**src/rtl/uart_frame_rx_if.sv**
```systemverilog
// Byte-in / payload-out signal bundle for the UART frame receiver.
// master = the frame receiver, slave = the UART byte source plus command decoder side.
interface uart_frame_rx_if;
    logic       rcv;
    logic [7:0] data;
    logic [7:0] out_data;
    logic       out_valid;
    logic       out_last;
    logic       out_ready;
    logic [7:0] frame_len;
    logic       busy;
    logic       err_len;
    logic       err_sum;
    logic       err_tmo;
    logic       err_ovr;

    modport master (
        input  rcv, data, out_ready,
        output out_data, out_valid, out_last, frame_len, busy,
        output err_len, err_sum, err_tmo, err_ovr
    );

    modport slave (
        output rcv, data, out_ready,
        input  out_data, out_valid, out_last, frame_len, busy,
        input  err_len, err_sum, err_tmo, err_ovr
    );
endinterface

```
**src/rtl/uart_frame_rx.sv**
```systemverilog
// Frame controller: SOF hunt, length, buffered payload, additive checksum,
// inter-byte timeout, then replays the accepted payload over valid/ready.
module uart_frame_rx #(
    parameter logic [7:0]  SOF     = 8'h7E,
    parameter int          MAX_LEN = 16,
    parameter logic [15:0] TIMEOUT = 16'd50000
) (
    input  logic             clk,
    input  logic             rstn,
    uart_frame_rx_if.master  bus
);
    localparam int AW = (MAX_LEN > 1) ? $clog2(MAX_LEN) : 1;

    typedef enum logic [2:0] {IDLE, LEN, PAYLOAD, CSUM, DRAIN} state_t;

    state_t          state, state_n;
    logic [7:0]      len, sum;
    logic [AW-1:0]   wr_ptr, rd_ptr;
    logic [15:0]     tmo_cnt;
    logic [7:0]      mem [MAX_LEN];

    logic [7:0]      sum_nx;
    logic            len_bad, timed, tmo_hit, wr_last, rd_last, xfer;

    assign sum_nx  = sum + bus.data;
    assign len_bad = (bus.data == 8'd0) || (bus.data > 8'(MAX_LEN));
    assign timed   = (state == LEN) || (state == PAYLOAD) || (state == CSUM);
    // A byte on the expiry cycle wins over the timeout.
    assign tmo_hit = timed && !bus.rcv && (tmo_cnt == TIMEOUT - 16'd1);
    assign wr_last = (8'(wr_ptr) == len - 8'd1);
    assign rd_last = (8'(rd_ptr) == len - 8'd1);
    assign xfer    = (state == DRAIN) && bus.out_ready;

    always_ff @(posedge clk or negedge rstn) begin
        if (!rstn) state <= IDLE;
        else       state <= state_n;
    end

    always_comb begin
        state_n = state;
        case (state)
            IDLE:    if (bus.rcv && bus.data == SOF) state_n = LEN;
            LEN:     if (bus.rcv)       state_n = len_bad ? IDLE : PAYLOAD;
                     else if (tmo_hit)  state_n = IDLE;
            PAYLOAD: if (bus.rcv)       state_n = wr_last ? CSUM : PAYLOAD;
                     else if (tmo_hit)  state_n = IDLE;
            CSUM:    if (bus.rcv)       state_n = (sum_nx == 8'd0) ? DRAIN : IDLE;
                     else if (tmo_hit)  state_n = IDLE;
            DRAIN:   if (xfer && rd_last) state_n = IDLE;
            default: state_n = IDLE;
        endcase
    end

    always_comb begin
        bus.out_valid = 1'b0;
        bus.out_last  = 1'b0;
        bus.out_data  = 8'd0;
        bus.frame_len = 8'd0;
        bus.busy      = (state != IDLE);
        if (state == DRAIN) begin
            bus.out_valid = 1'b1;
            bus.out_last  = rd_last;
            bus.out_data  = mem[rd_ptr];
            bus.frame_len = len;
        end
    end

    always_ff @(posedge clk or negedge rstn) begin
        if (!rstn) begin
            len         <= 8'd0;
            sum         <= 8'd0;
            wr_ptr      <= '0;
            rd_ptr      <= '0;
            tmo_cnt     <= 16'd0;
            bus.err_len <= 1'b0;
            bus.err_sum <= 1'b0;
            bus.err_tmo <= 1'b0;
            bus.err_ovr <= 1'b0;
        end else begin
            bus.err_len <= (state == LEN)  && bus.rcv && len_bad;
            bus.err_sum <= (state == CSUM) && bus.rcv && (sum_nx != 8'd0);
            bus.err_tmo <= tmo_hit;
            bus.err_ovr <= (state == DRAIN) && bus.rcv;

            if (!timed || bus.rcv || state_n != state) tmo_cnt <= 16'd0;
            else                                       tmo_cnt <= tmo_cnt + 16'd1;

            if (state == LEN && bus.rcv && !len_bad) begin
                len    <= bus.data;
                sum    <= bus.data;
                wr_ptr <= '0;
            end
            if (state == PAYLOAD && bus.rcv) begin
                sum    <= sum_nx;
                wr_ptr <= wr_ptr + 1'b1;
            end
            if (state == CSUM && bus.rcv) rd_ptr <= '0;
            if (xfer)                     rd_ptr <= rd_ptr + 1'b1;
        end
    end

    // Payload store is never cleared; only the pointers define what is live.
    always_ff @(posedge clk) begin
        if (state == PAYLOAD && bus.rcv) mem[wr_ptr] <= bus.data;
    end
endmodule

```
**src/flat_wrapper.sv**
```systemverilog
// flat-port wrapper written by rule: the top's interface ports become plain ports
module uart_frame_rx_flat 
#(
    parameter logic [7:0]  SOF     = 8'h7E,
    parameter int          MAX_LEN = 16,
    parameter logic [15:0] TIMEOUT = 16'd50000
)
  (clk, rstn, bus_rcv, bus_data, bus_out_ready, bus_out_data, bus_out_valid, bus_out_last, bus_frame_len, bus_busy, bus_err_len, bus_err_sum, bus_err_tmo, bus_err_ovr);
  uart_frame_rx_if bus_i ();
  input  logic clk;
  input  logic rstn;
  input wire logic [$bits(bus_i.rcv)-1:0] bus_rcv;
  input wire logic [$bits(bus_i.data)-1:0] bus_data;
  input wire logic [$bits(bus_i.out_ready)-1:0] bus_out_ready;
  output wire logic [$bits(bus_i.out_data)-1:0] bus_out_data;
  output wire logic [$bits(bus_i.out_valid)-1:0] bus_out_valid;
  output wire logic [$bits(bus_i.out_last)-1:0] bus_out_last;
  output wire logic [$bits(bus_i.frame_len)-1:0] bus_frame_len;
  output wire logic [$bits(bus_i.busy)-1:0] bus_busy;
  output wire logic [$bits(bus_i.err_len)-1:0] bus_err_len;
  output wire logic [$bits(bus_i.err_sum)-1:0] bus_err_sum;
  output wire logic [$bits(bus_i.err_tmo)-1:0] bus_err_tmo;
  output wire logic [$bits(bus_i.err_ovr)-1:0] bus_err_ovr;
  assign bus_i.rcv = bus_rcv;
  assign bus_i.data = bus_data;
  assign bus_i.out_ready = bus_out_ready;
  assign bus_out_data = bus_i.out_data;
  assign bus_out_valid = bus_i.out_valid;
  assign bus_out_last = bus_i.out_last;
  assign bus_frame_len = bus_i.frame_len;
  assign bus_busy = bus_i.busy;
  assign bus_err_len = bus_i.err_len;
  assign bus_err_sum = bus_i.err_sum;
  assign bus_err_tmo = bus_i.err_tmo;
  assign bus_err_ovr = bus_i.err_ovr;
  uart_frame_rx #(.SOF(SOF), .MAX_LEN(MAX_LEN), .TIMEOUT(TIMEOUT)) u_core (.clk(clk), .rstn(rstn), .bus(bus_i));
endmodule
```
**config.mk**
```make
export PLATFORM = sky130hd
export DESIGN_NAME = uart_frame_rx_flat
export DESIGN_NICKNAME = d
export VERILOG_FILES = /design/src/rtl/uart_frame_rx_if.sv /design/src/rtl/uart_frame_rx.sv /design/src/flat_wrapper.sv
export SDC_FILE = /design/constraint.sdc
export NUM_CORES = 1
export LEC_CHECK = 0
export CAP_MARGIN = 20
export CORE_MARGIN = 4
export CORE_UTILIZATION = 54
export CTS_CLUSTER_DIAMETER = 50
export CTS_CLUSTER_SIZE = 28
export DETAILED_ROUTE_END_ITERATION = 6
export HOLD_SLACK_MARGIN = 0.05
export PLACE_DENSITY = 0.85
export SLEW_MARGIN = 20
export SYNTH_ARGS = -nofsm -noshare
export SYNTH_HDL_FRONTEND = slang
export SYNTH_SLANG_ARGS = --single-unit
```
**constraint.sdc**
```tcl
create_clock -name clk -period 2.5 [get_ports clk]
set_clock_uncertainty 0.05 [all_clocks]
set_input_delay 0.5 -clock clk [delete_from_list [all_inputs] [get_ports clk]]
set_output_delay 0.5 -clock clk [all_outputs]
set_load 0.02 [all_outputs]
```
==> run_results.csv, run 1 <==
group,metric,value,unit
status,status,"finished with violations",
status,violations,"setup timing",
power_and_ir_drop,cellLeakagePower,3.680,nW
synth,synth_edf_count,128,
power_and_ir_drop,p_int,5.699,mW
power_and_ir_drop,ir_worst_vdd,0.5400,mV
routing,drc,0,
clock_network,cts_tree,"built",
setup_path,critPathRequiredTime,1950,ps
clock_network,postCtsHoldBufs,0,
placement,dp_hpwl,12750,microns
synth,synth_area_leaders,"edfxtp_1, dfrtp_1, mux4_2",
floorplan,die_h,127.4,microns
grt,antenna_found_initial,1,
setup_path,endpoint_kind,"primary output",
grt,grt_use_total,0.2797,
cells_and_area,fin_util,0.6934,
synth,synth_fa_ha_area_frac,0.02534,
floorplan,die_w,127.4,microns
cells_and_area,mostFrequentLayoutCells,"edfxtp_1, buf_4, nor2_1, dfrtp_1, mux4_2",
timing,finalCriticalPeriod,3197,ps
synth,synthesis.nets,514,
worst_hold_path,hp-class,"in2async",
synth,synth-compound-area-share,0.04142,
floorplan,core_area,13930,sq um
setup_path,arrival,2650,ps
clock_network,clk_pin_slew,70,ps
setup_path,crit_fanout,6,
floorplan,dieArea,16240,sq um
grt,grt_pass1_wl,32930,microns
placement,post-place-ws,-564.3,ps
synth,avgSynthCellArea,15.82,sq um
timing,hold_viol,0,
timing,relSlewSlack,0.5832,
synth,synth_top_family_by_area,"multiplexers",
synth,synth_top_cell_by_area,"edfxtp_1",
power_and_ir_drop,clockPowerShare,0.341,
routing,firstDrtPassIters,5,
cells_and_area,antenna_cells,0,
routing,drtIter0Drc,895,
timing,worst_slew_pin_slew,625.2,ps
cells_and_area,nNetsFinal,637,
clock_network,cts_sinks,175,
synth,ys_types,53,
grt,grt_overflow,0,
timing,fin_ws,-697.2,ps
power_and_ir_drop,pwr-share-seq,0.416,
timing,grt_setup_unrepaired,"yes",
synth,syn_inst,487,
timing,holdWs,104.8,ps
power_and_ir_drop,power-per-cell-area,806.9,nW/um^2
timing,maxSlewViolCount,0,
synth,synth_xor_area_frac,0.03411,
floorplan,initial_core_util,0.5528,
placement,io_buffers,34,
synth,synth.mux.area_fraction,0.1267,
cells_and_area,final_common_cell,"edfxtp_1",
placement,gp_congestion,0.8596,
clock_network,root_buffer,"clkbuf_16",
clock_network,insertion_delay,430,ps
routing,vias_per_cell,6.621,
clock_network,h-tree-depth,4,
job,drv_cap,0,
synth,synthSimpleGateAreaFrac,0.09989,
synth,ys_seq_area_frac,0.6516,
synth,ys_seq_elements,175,
clock_network,cts_inserted_buffers,17,
routing,ant_nets,0,
timing,max_freq,312.8,MHz
routing,drt_wl_total,22490,microns
cells_and_area,drive_above_1_share,0.3258,
routing,via_count,5317,
power_and_ir_drop,total_power,7.796,mW
timing,fin_crit_sh,1.279,
timing,setup_tns,-5228,ps
cells_and_area,area_delta_synth_final,25.42,%
power_and_ir_drop,pwr-share-comb,0.242,
synth,syn_area,7704,sq um
timing,finalSetupViolations,9,
clock_network,clk_path_buf_depth,2,
synth,yosys_most_used_dff,"edfxtp_1",
synth,yosys_warnings,0,
grt,grt_max_degree,48,
setup_path,crit_type,"reg2out",
routing,wl_per_cell,28.00,microns
floorplan,rows,43,
synth,synth_top_area_frac,0.4989,
power_and_ir_drop,p_sw_frac,0.2690,
grt,grt_pass1_vias,5356,
cells_and_area,fillers,788,
setup_path,cp-start-kind,"flop",
synth,synth-async-reset-ratio,0.2686,
power_and_ir_drop,power_switching,2.097,mW
floorplan,ios,35,
-- power by group through the flow --
stage	clock network [mW]	registers (mW)	logic [mW]
final	2.66	3.25	1.89
after global routing	2.82	3.24	1.97
after floorplan	0	3.24	1.04
after detailed placement	0	3.27	1.47
after global placement	0	3.26	1.41
after CTS	2.67	3.23	1.91
-- logic make-up after synthesis --
kind of cell             count (synthesis)
adder cells (fa/ha/maj)                 15
multiplexers                            41
flip-flops                             175
XOR/XNOR                                30
buffers and inverters                   30
AO/OA/AOI/OAI                           46
AND/OR/NAND/NOR                        150
-- cell usage after synthesis (5+ instances only) --
library cell and instances:
mux4_1 17, edfxtp_1 128, xor2_1 14, nor3_1 9
xnor2_1 16, nor2_1 48, inv_1 9, mux4_2 23
nand2_1 24, a21oi_1 7, dfrtp_1 47, clkbuf_1 10
nand3_1 13, o21ai_0 9, buf_2 5, and2_1 21
nand4_1 6, ha_1 14
-- final cells by class --
cell class	instances	area [sq um]	share of cell area
clock inverter	14	153.9	0.01593
timing repair buffer	125	1182	0.1224
inverter	9	36.28	0.003756
tap	180	225.2	0.02331
multi-input combinational	282	2613	0.2704
clock buffer	18	429.2	0.04442
sequential	175	5022	0.5198
-- registers in the layout, indices dropped and copies added (netlist names) --
| name | cells |
|---|---|
| u_core.bus.err_len | 1 |
| u_core.bus.err_ovr | 1 |
| u_core.bus.err_sum | 1 |
| u_core.bus.err_tmo | 1 |
| u_core.len | 8 |
| u_core.mem | 128 |
| u_core.rd_ptr | 4 |
| u_core.state | 3 |
| u_core.sum | 8 |
| u_core.tmo_cnt | 16 |
| u_core.wr_ptr | 4 |
-- final timing paths --
kind | cells past startpoint | end | start | slack [ps]
max in group asynchronous | 2 | u_core.rd_ptr[0] | rstn | 1830
min in group clk | 1 | u_core.tmo_cnt[0] | u_core.tmo_cnt[0] | 460
hold reg to reg | 1 | u_core.tmo_cnt[0] | u_core.tmo_cnt[0] | 460
setup reg to reg | 8 | u_core.bus.err_sum | u_core.sum[0] | 200
setup / recovery | 6 | bus_out_data[5] | u_core.rd_ptr[0] | -700
hold / removal | 2 | u_core.len[0] | rstn | 100
-- metrics by stage --
stage	cells	cell area, sq um
detailed placement	762	8816
global route	803	9662
finish	803	9662
global placement	762	8816
CTS	805	9619
floorplan	487	7704
-- worst max-delay path, stage by stage (launching register included) --
cell	delay, ps
dfrtp_2	570
buf_12	170
buf_16	130
mux4_2	510
mux4_2	530
and2_4	170
buf_6	120
-- timing repair --
action,4_1_cts,5_1_grt
setup endpoints to repair,26,32
pin swaps,13,5
resized for setup,95,31
gates cloned,4,0
setup buffers,7,0
-- metal layers --
metal | part of all wire | wire [microns] | vias up | GRT usage
met5 | 0 | 0 | - | 0
met4 | 0.050 | 1132 | 0 | 0.1142
met3 | 0.099 | 2237 | 102 | 0.07316
met2 | 0.51 | 11420 | 426 | 0.4745
met1 | 0.34 | 7696 | 2669 | 0.3426
li1 | - | - | 2120 | -
(Power assumes the default switching activity.)
==> inputs of run 2 (changes only) <==
CORE_UTILIZATION = 41   (was 54)
PLACE_DENSITY = 0.7   (was 0.85)
==> run 2 against run 1 <==
Against the previous run:
- largest cell class unchanged
- highest routed layer unchanged
- wire length decreased by 20%
- power fell by 3.1%
- critical path type unchanged
- the flow still finishes with violations (setup timing)
- clock-buffer cell count unchanged
==> run_results.csv, run 2 (synthesis results as in run 1) <==
group,metric,value,unit
status,status,"finished with violations",
status,violations,"setup timing",
power_and_ir_drop,ir_worst_vdd,0.4718,mV
routing,wl_per_cell,20.96,microns
cells_and_area,nNetsFinal,647,
setup_path,timing.rr.start,"u_core.sum[0]",
cells_and_area,final_cells,862,
grt,grt_pass1_vias,4985,
timing,finalCriticalPeriod,3022,ps
cells_and_area,top_regs,"u_core.mem: 128 flops, u_core.tmo_cnt: 16 flops",
routing,via_count,4739,
clock_network,cts_sinks,175,
routing,drc,0,
power_and_ir_drop,total_power,7.558,mW
timing,max_freq,330.9,MHz
power_and_ir_drop,cellLeakagePower,3.728,nW
cells_and_area,design_area,9722,sq um
cells_and_area,mostFrequentLayoutCells,"edfxtp_1, buf_4, nor2_1, dfrtp_1, mux4_2",
routing,firstDrtPassIters,5,
cells_and_area,final_common_cell,"edfxtp_1",
routing,ant_nets,0,
clock_network,clk_pin_slew,60,ps
power_and_ir_drop,pwr-share-seq,0.424,
clock_network,clk_path_buf_depth,2,
clock_network,h-tree-depth,4,
timing,fin_ws,-522.0,ps
power_and_ir_drop,power_switching,1.961,mW
timing,worst_slew_pin_slew,434.8,ps
power_and_ir_drop,power-per-cell-area,777.4,nW/um^2
timing,setup_tns,-4062,ps
job,drv_cap,0,
floorplan,die_w,145.1,microns
worst_hold_path,hp-class,"in2async",
cells_and_area,area_delta_synth_final,26.20,%
grt,grt_overflow,0,
setup_path,arrival,2470,ps
floorplan,ios,35,
setup_path,crit_type,"reg2out",
setup_path,rr_worst_depth,8,
timing,hold_viol,0,
placement,gp_congestion,0.8546,
clock_network,insertion_delay,420,ps
clock_network,root_buffer,"clkbuf_16",
power_and_ir_drop,clockPowerShare,0.339,
clock_network,cts_inserted_buffers,17,
cells_and_area,drive_above_1_share,0.3128,
grt,grt_use_total,0.1773,
setup_path,cp_slowest_cell,"mux4_2",
placement,io_buffers,34,
floorplan,rows,49,
floorplan,initial_core_util,0.4231,
timing,grt_setup_unrepaired,"yes",
cells_and_area,antenna_cells,0,
setup_path,path_cells,"buf_12, buf_12, buf_16, mux4_2, mux4_2, and2_4, buf_6",
cells_and_area,largest_register,"u_core.mem",
setup_path,endpoint,"bus_out_data[1]",
setup_path,r2r_end,"u_core.state[2]",
setup_path,crit_fanout,6,
cells_and_area,largest_reg_flops,128,
routing,drtIter0Drc,386,
power_and_ir_drop,p_int,5.597,mW
floorplan,dieArea,21050,sq um
placement,placed_area,8920,sq um
timing,finalSetupViolations,9,
timing,maxSlewViolCount,0,
grt,grt_max_degree,34,
setup_path,r2r_slack,290,ps
setup_path,startpoint,"u_core.rd_ptr[0]",
routing,vias_per_cell,5.498,
timing,fin_crit_sh,1.209,
floorplan,core_area,18210,sq um
power_and_ir_drop,pwr-share-comb,0.237,
routing,drt_wl_total,18070,microns
setup_path,endpoint_kind,"primary output",
placement,dp.cells,820,
grt,antenna_found_initial,0,
cells_and_area,fillers,1412,
grt,grt_pass1_wl,28520,microns
floorplan,die_h,145.1,microns
timing,relSlewSlack,0.7077,
setup_path,cp-start-kind,"flop",
power_and_ir_drop,p_sw_frac,0.2594,
setup_path,slowest_delay,530,ps
placement,dp_hpwl,11750,microns
clock_network,cts_tree,"built",
setup_path,critPathRequiredTime,1950,ps
==> run 2: cell count changes in the layout (fill, tap and decap cells not counted), moves of 2 or more <==
| cell | previous run | this run |
|---|---|---|
| clkinv_8 | 0 | 2 |
| dlygate4sd2_1 | 7 | 1 |
| buf_4 | 78 | 88 |
| inv_6 | 5 | 2 |
| nand3_2 | 2 | 0 |
| nand3_1 | 11 | 13 |
| clkbuf_2 | 0 | 6 |
| buf_8 | 0 | 2 |
| buf_12 | 8 | 5 |
| mux4_2 | 40 | 29 |
| mux4_1 | 0 | 11 |
==> run 2: how the worst min path moves through the flow <==
| stage | from | end | slack, ps | cells past startpoint |
|---|---|---|---|---|
| floorplan | rstn | u_core.bus.err_len | 150 | 0 |
| global placement | rstn | u_core.len[7] | 350 | 1 |
| detailed placement | rstn | u_core.len[7] | 350 | 1 |
| CTS | rstn | u_core.len[4] | 440 | 2 |
| global route | rstn | u_core.len[4] | 450 | 2 |
| finish | rstn | u_core.len[4] | 450 | 2 |
==> run 2: power groups by stage <==
stage	clock network, mW	logic, mW	registers [mW]
after CTS	2.60	1.89	3.20
after global routing	2.75	1.91	3.21
after floorplan	0	1.04	3.24
after detailed placement	0	1.44	3.26
after global placement	0	1.41	3.26
final	2.56	1.79	3.20
==> run 2: area by class of cell <==
cell class	count	area, sq um	area share
tap	229	286.5	0.02947
timing repair buffer	135	1212	0.1247
clock inverter	14	153.9	0.01583
inverter	9	33.78	0.003475
sequential	175	5021	0.5165
multi-input combinational	282	2585	0.2659
clock buffer	18	429.2	0.04414
==> run 2: worst max-delay path: cells and delay by family (launching register included) <==
kind / cells / cell delay [ps]
buffers and inverters: 4 / 490
flip-flops: 1 / 400
multiplexers: 2 / 1010
AND/OR/NAND/NOR: 1 / 150
==> run 2: what timing repair did <==
action	4_1_cts	5_1_grt
setup endpoints to repair	16	26
gates cloned	3	0
setup buffers	8	0
pin swaps	13	7
hold buffers	1	0
gates resized for setup	95	22
endpoints found under the hold margin	10	0
==> run 2: metal layers <==
| metal | global-route usage | vias to the layer above | part of all wire |
|---|---|---|---|
| met5 | 0 | - | 0 |
| met2 | 0.3070 | 137 | 0.53 |
| met4 | 0.04179 | 0 | 0.0096 |
| li1 | - | 2155 | - |
| met3 | 0.04459 | 13 | 0.048 |
| met1 | 0.2269 | 2434 | 0.41 |
==> run 2: per-stage QoR <==
step,worst slack (ps),hold slack (ps),utilization
floorplan,46.88,154.4,-
global placement,-504.7,351.8,0.4899
detailed placement,-450.0,353.1,0.4899
CTS,-533.2,437.6,0.5358
global route,-587.9,453.9,0.5339
finish,-522.0,445.4,0.5339
==> inputs of run 3 (changes only) <==
CELL_PAD_IN_SITES_DETAIL_PLACEMENT = 0   (was not set)
CELL_PAD_IN_SITES_GLOBAL_PLACEMENT = 2   (was not set)
CORE_UTILIZATION = 40   (was 41)
PLACE_DENSITY = 0.85   (was 0.7)
SLEW_MARGIN = not set   (was 20)
==> run 3 against run 2 <==
Against the previous run:
- the flow still finishes with violations (setup timing)
- clock-buffer cell count did not move
- critical path depth fell by 1
- die area rose by 2.4%
- clock power rose by 2%
- global-route usage fell by 0.29 points
- critical path type unchanged
- largest cell class unchanged
==> run_results.csv, run 3 (synthesis results as in run 1) <==
group,metric,value,unit
status,status,"finished with violations",
status,violations,"setup timing",
routing,via_count,4711,
routing,drc,0,
power_and_ir_drop,power-per-cell-area,776.3,nW/um^2
placement,dp_hpwl,12130,microns
timing,fin_ws,-452.5,ps
clock_network,cts_inserted_buffers,17,
clock_network,insertion_delay,420,ps
cells_and_area,top_regs,"u_core.mem: 128 flops, u_core.tmo_cnt: 16 flops",
cells_and_area,area_delta_synth_final,26.31,%
cells_and_area,final_common_cell,"edfxtp_1",
floorplan,die_w,146.8,microns
setup_path,slowest_delay,510,ps
job,drv_cap,0,
clock_network,clk_path_buf_depth,2,
floorplan,initial_core_util,0.4091,
setup_path,path_cells,"buf_6, buf_12, mux4_2, mux4_2, and2_4, buf_6",
routing,vias_per_cell,5.287,
timing,worst_slew_pin_slew,455.5,ps
clock_network,cts_sinks,175,
placement,dp.cells,850,
setup_path,cp-start-kind,"flop",
clock_network,clk_pin_slew,70,ps
grt,antenna_found_initial,0,
setup_path,arrival,2400,ps
timing,relSlewSlack,0.6937,
floorplan,die_h,146.8,microns
routing,drt_wl_total,18080,microns
routing,wl_per_cell,20.29,microns
worst_hold_path,hp-class,"reg2reg",
routing,ant_nets,0,
setup_path,crit_fanout,7,
power_and_ir_drop,cellLeakagePower,3.682,nW
grt,grt_max_degree,26,
routing,drtIter0Drc,325,
cells_and_area,final_cells,891,
cells_and_area,largest_register,"u_core.mem",
cells_and_area,nNetsFinal,645,
setup_path,cpLargestDelayFamily,"multiplexers",
setup_path,critPathRequiredTime,1950,ps
clock_network,cts_tree,"built",
power_and_ir_drop,ir_worst_vdd,0.5167,mV
floorplan,core_area,18830,sq um
setup_path,crit_type,"reg2out",
floorplan,dieArea,21540,sq um
timing,hold_viol,0,
placement,placed_area,8964,sq um
grt,grt_pass1_vias,4911,
setup_path,cp_slowest_cell,"mux4_2",
placement,io_buffers,34,
clock_network,h-tree-depth,4,
timing,max_freq,338.7,MHz
cells_and_area,fin_util,0.5167,
grt,grt_use_total,0.1744,
timing,grt_setup_unrepaired,"yes",
grt,grt_pass1_wl,28240,microns
timing,finalCriticalPeriod,2952,ps
setup_path,endpoint_kind,"primary output",
cells_and_area,largest_reg_flops,128,
cells_and_area,design_area,9731,sq um
floorplan,ios,35,
timing,finalSetupViolations,9,
placement,gp_congestion,0.7849,
cells_and_area,antenna_cells,0,
routing,firstDrtPassIters,5,
setup_path,crit_buf_inv,3,
timing,fin_crit_sh,1.181,
grt,grt_overflow,0,
timing,maxSlewViolCount,0,
cells_and_area,mostFrequentLayoutCells,"edfxtp_1, buf_4, nor2_1, dfrtp_1, mux4_2",
cells_and_area,drive_above_1_share,0.3170,
clock_network,root_buffer,"clkbuf_16",
floorplan,rows,50,
[run 3: changes by cell type in the layout (fill, tap and decap cells not counted), moves of 6 or more]
cell / delta
mux4_1: -10
mux4_2: +10
clkbuf_2: -6
dlygate4sd2_1: +8
[run 3: through the flow]
stage               hold slack [ps]  worst slack (ps)  setup TNS, ps  total power, mW
finish                        439.7            -452.5          -3681            7.554
global route                  455.4            -516.0          -4259            7.855
CTS                           443.0            -474.2          -3876            7.583
detailed placement            367.1            -483.1          -7869            4.734
global placement              366.8            -513.2          -7949            4.679
floorplan                     154.4             46.88              0            4.286
[run 3: cell type report]
cell class / count / area, sq um
clock inverters: 14 / 156.4
flip-flops and latches: 175 / 5021
clock buffers: 18 / 429.2
inverters: 9 / 33.78
repair buffers: 133 / 1210
well taps: 260 / 325.3
fillers: 1539 / 9100
multi-input cells: 282 / 2555
[run 3: metal layers]
layer	track usage	wire, microns
met1	0.2181	7379
met2	0.3104	9636
met3	0.02899	717
met4	0.05503	347
met5	0	0
[run 3: what timing repair did]
item | CTS | global route
gates resized for setup | 102 | 11
cloned | 2 | 0
hold buffers | 1 | 0
buffers inserted | 5 | 1
endpoints found under the setup margin | 20 | 17
pin swaps | 8 | 7
hold endpoints to repair | 10 | 0
[run 3: worst reg2reg max path, stage by stage, from the launching register on]
cell,delay (ps)
dfrtp_1,400
ha_1,220
fa_1,410
a211oi_2,220
nor2_1,80
xor2_1,230
nor4b_2,80
buf_4,140
a311oi_2,280
[run 3: path summary, 6_finish.rpt]
path | from | endpoint | slack, ps | cells past startpoint
worst min-delay path | u_core.tmo_cnt[0] | u_core.tmo_cnt[0] | 440 | 1
min in group asynchronous | rstn | u_core.len[4] | 450 | 2
max in group asynchronous | rstn | u_core.sum[7] | 1380 | 3
worst min register to register | u_core.tmo_cnt[0] | u_core.tmo_cnt[0] | 440 | 1
worst max register to register | u_core.sum[0] | u_core.bus.err_sum | 280 | 8
worst max-delay path | u_core.rd_ptr[0] | bus_out_data[1] | -450 | 6
[run 3: power by group]
group / internal, mW / total (mW) / leakage [nW] / switching, mW
combinational: 1.03 / 1.75 / 1.61 / 0.725
clock: 1.41 / 2.60 / 0.284 / 1.19
sequential: 3.16 / 3.20 / 1.79 / 0.0420
total: 5.60 / 7.55 / 3.68 / 1.95
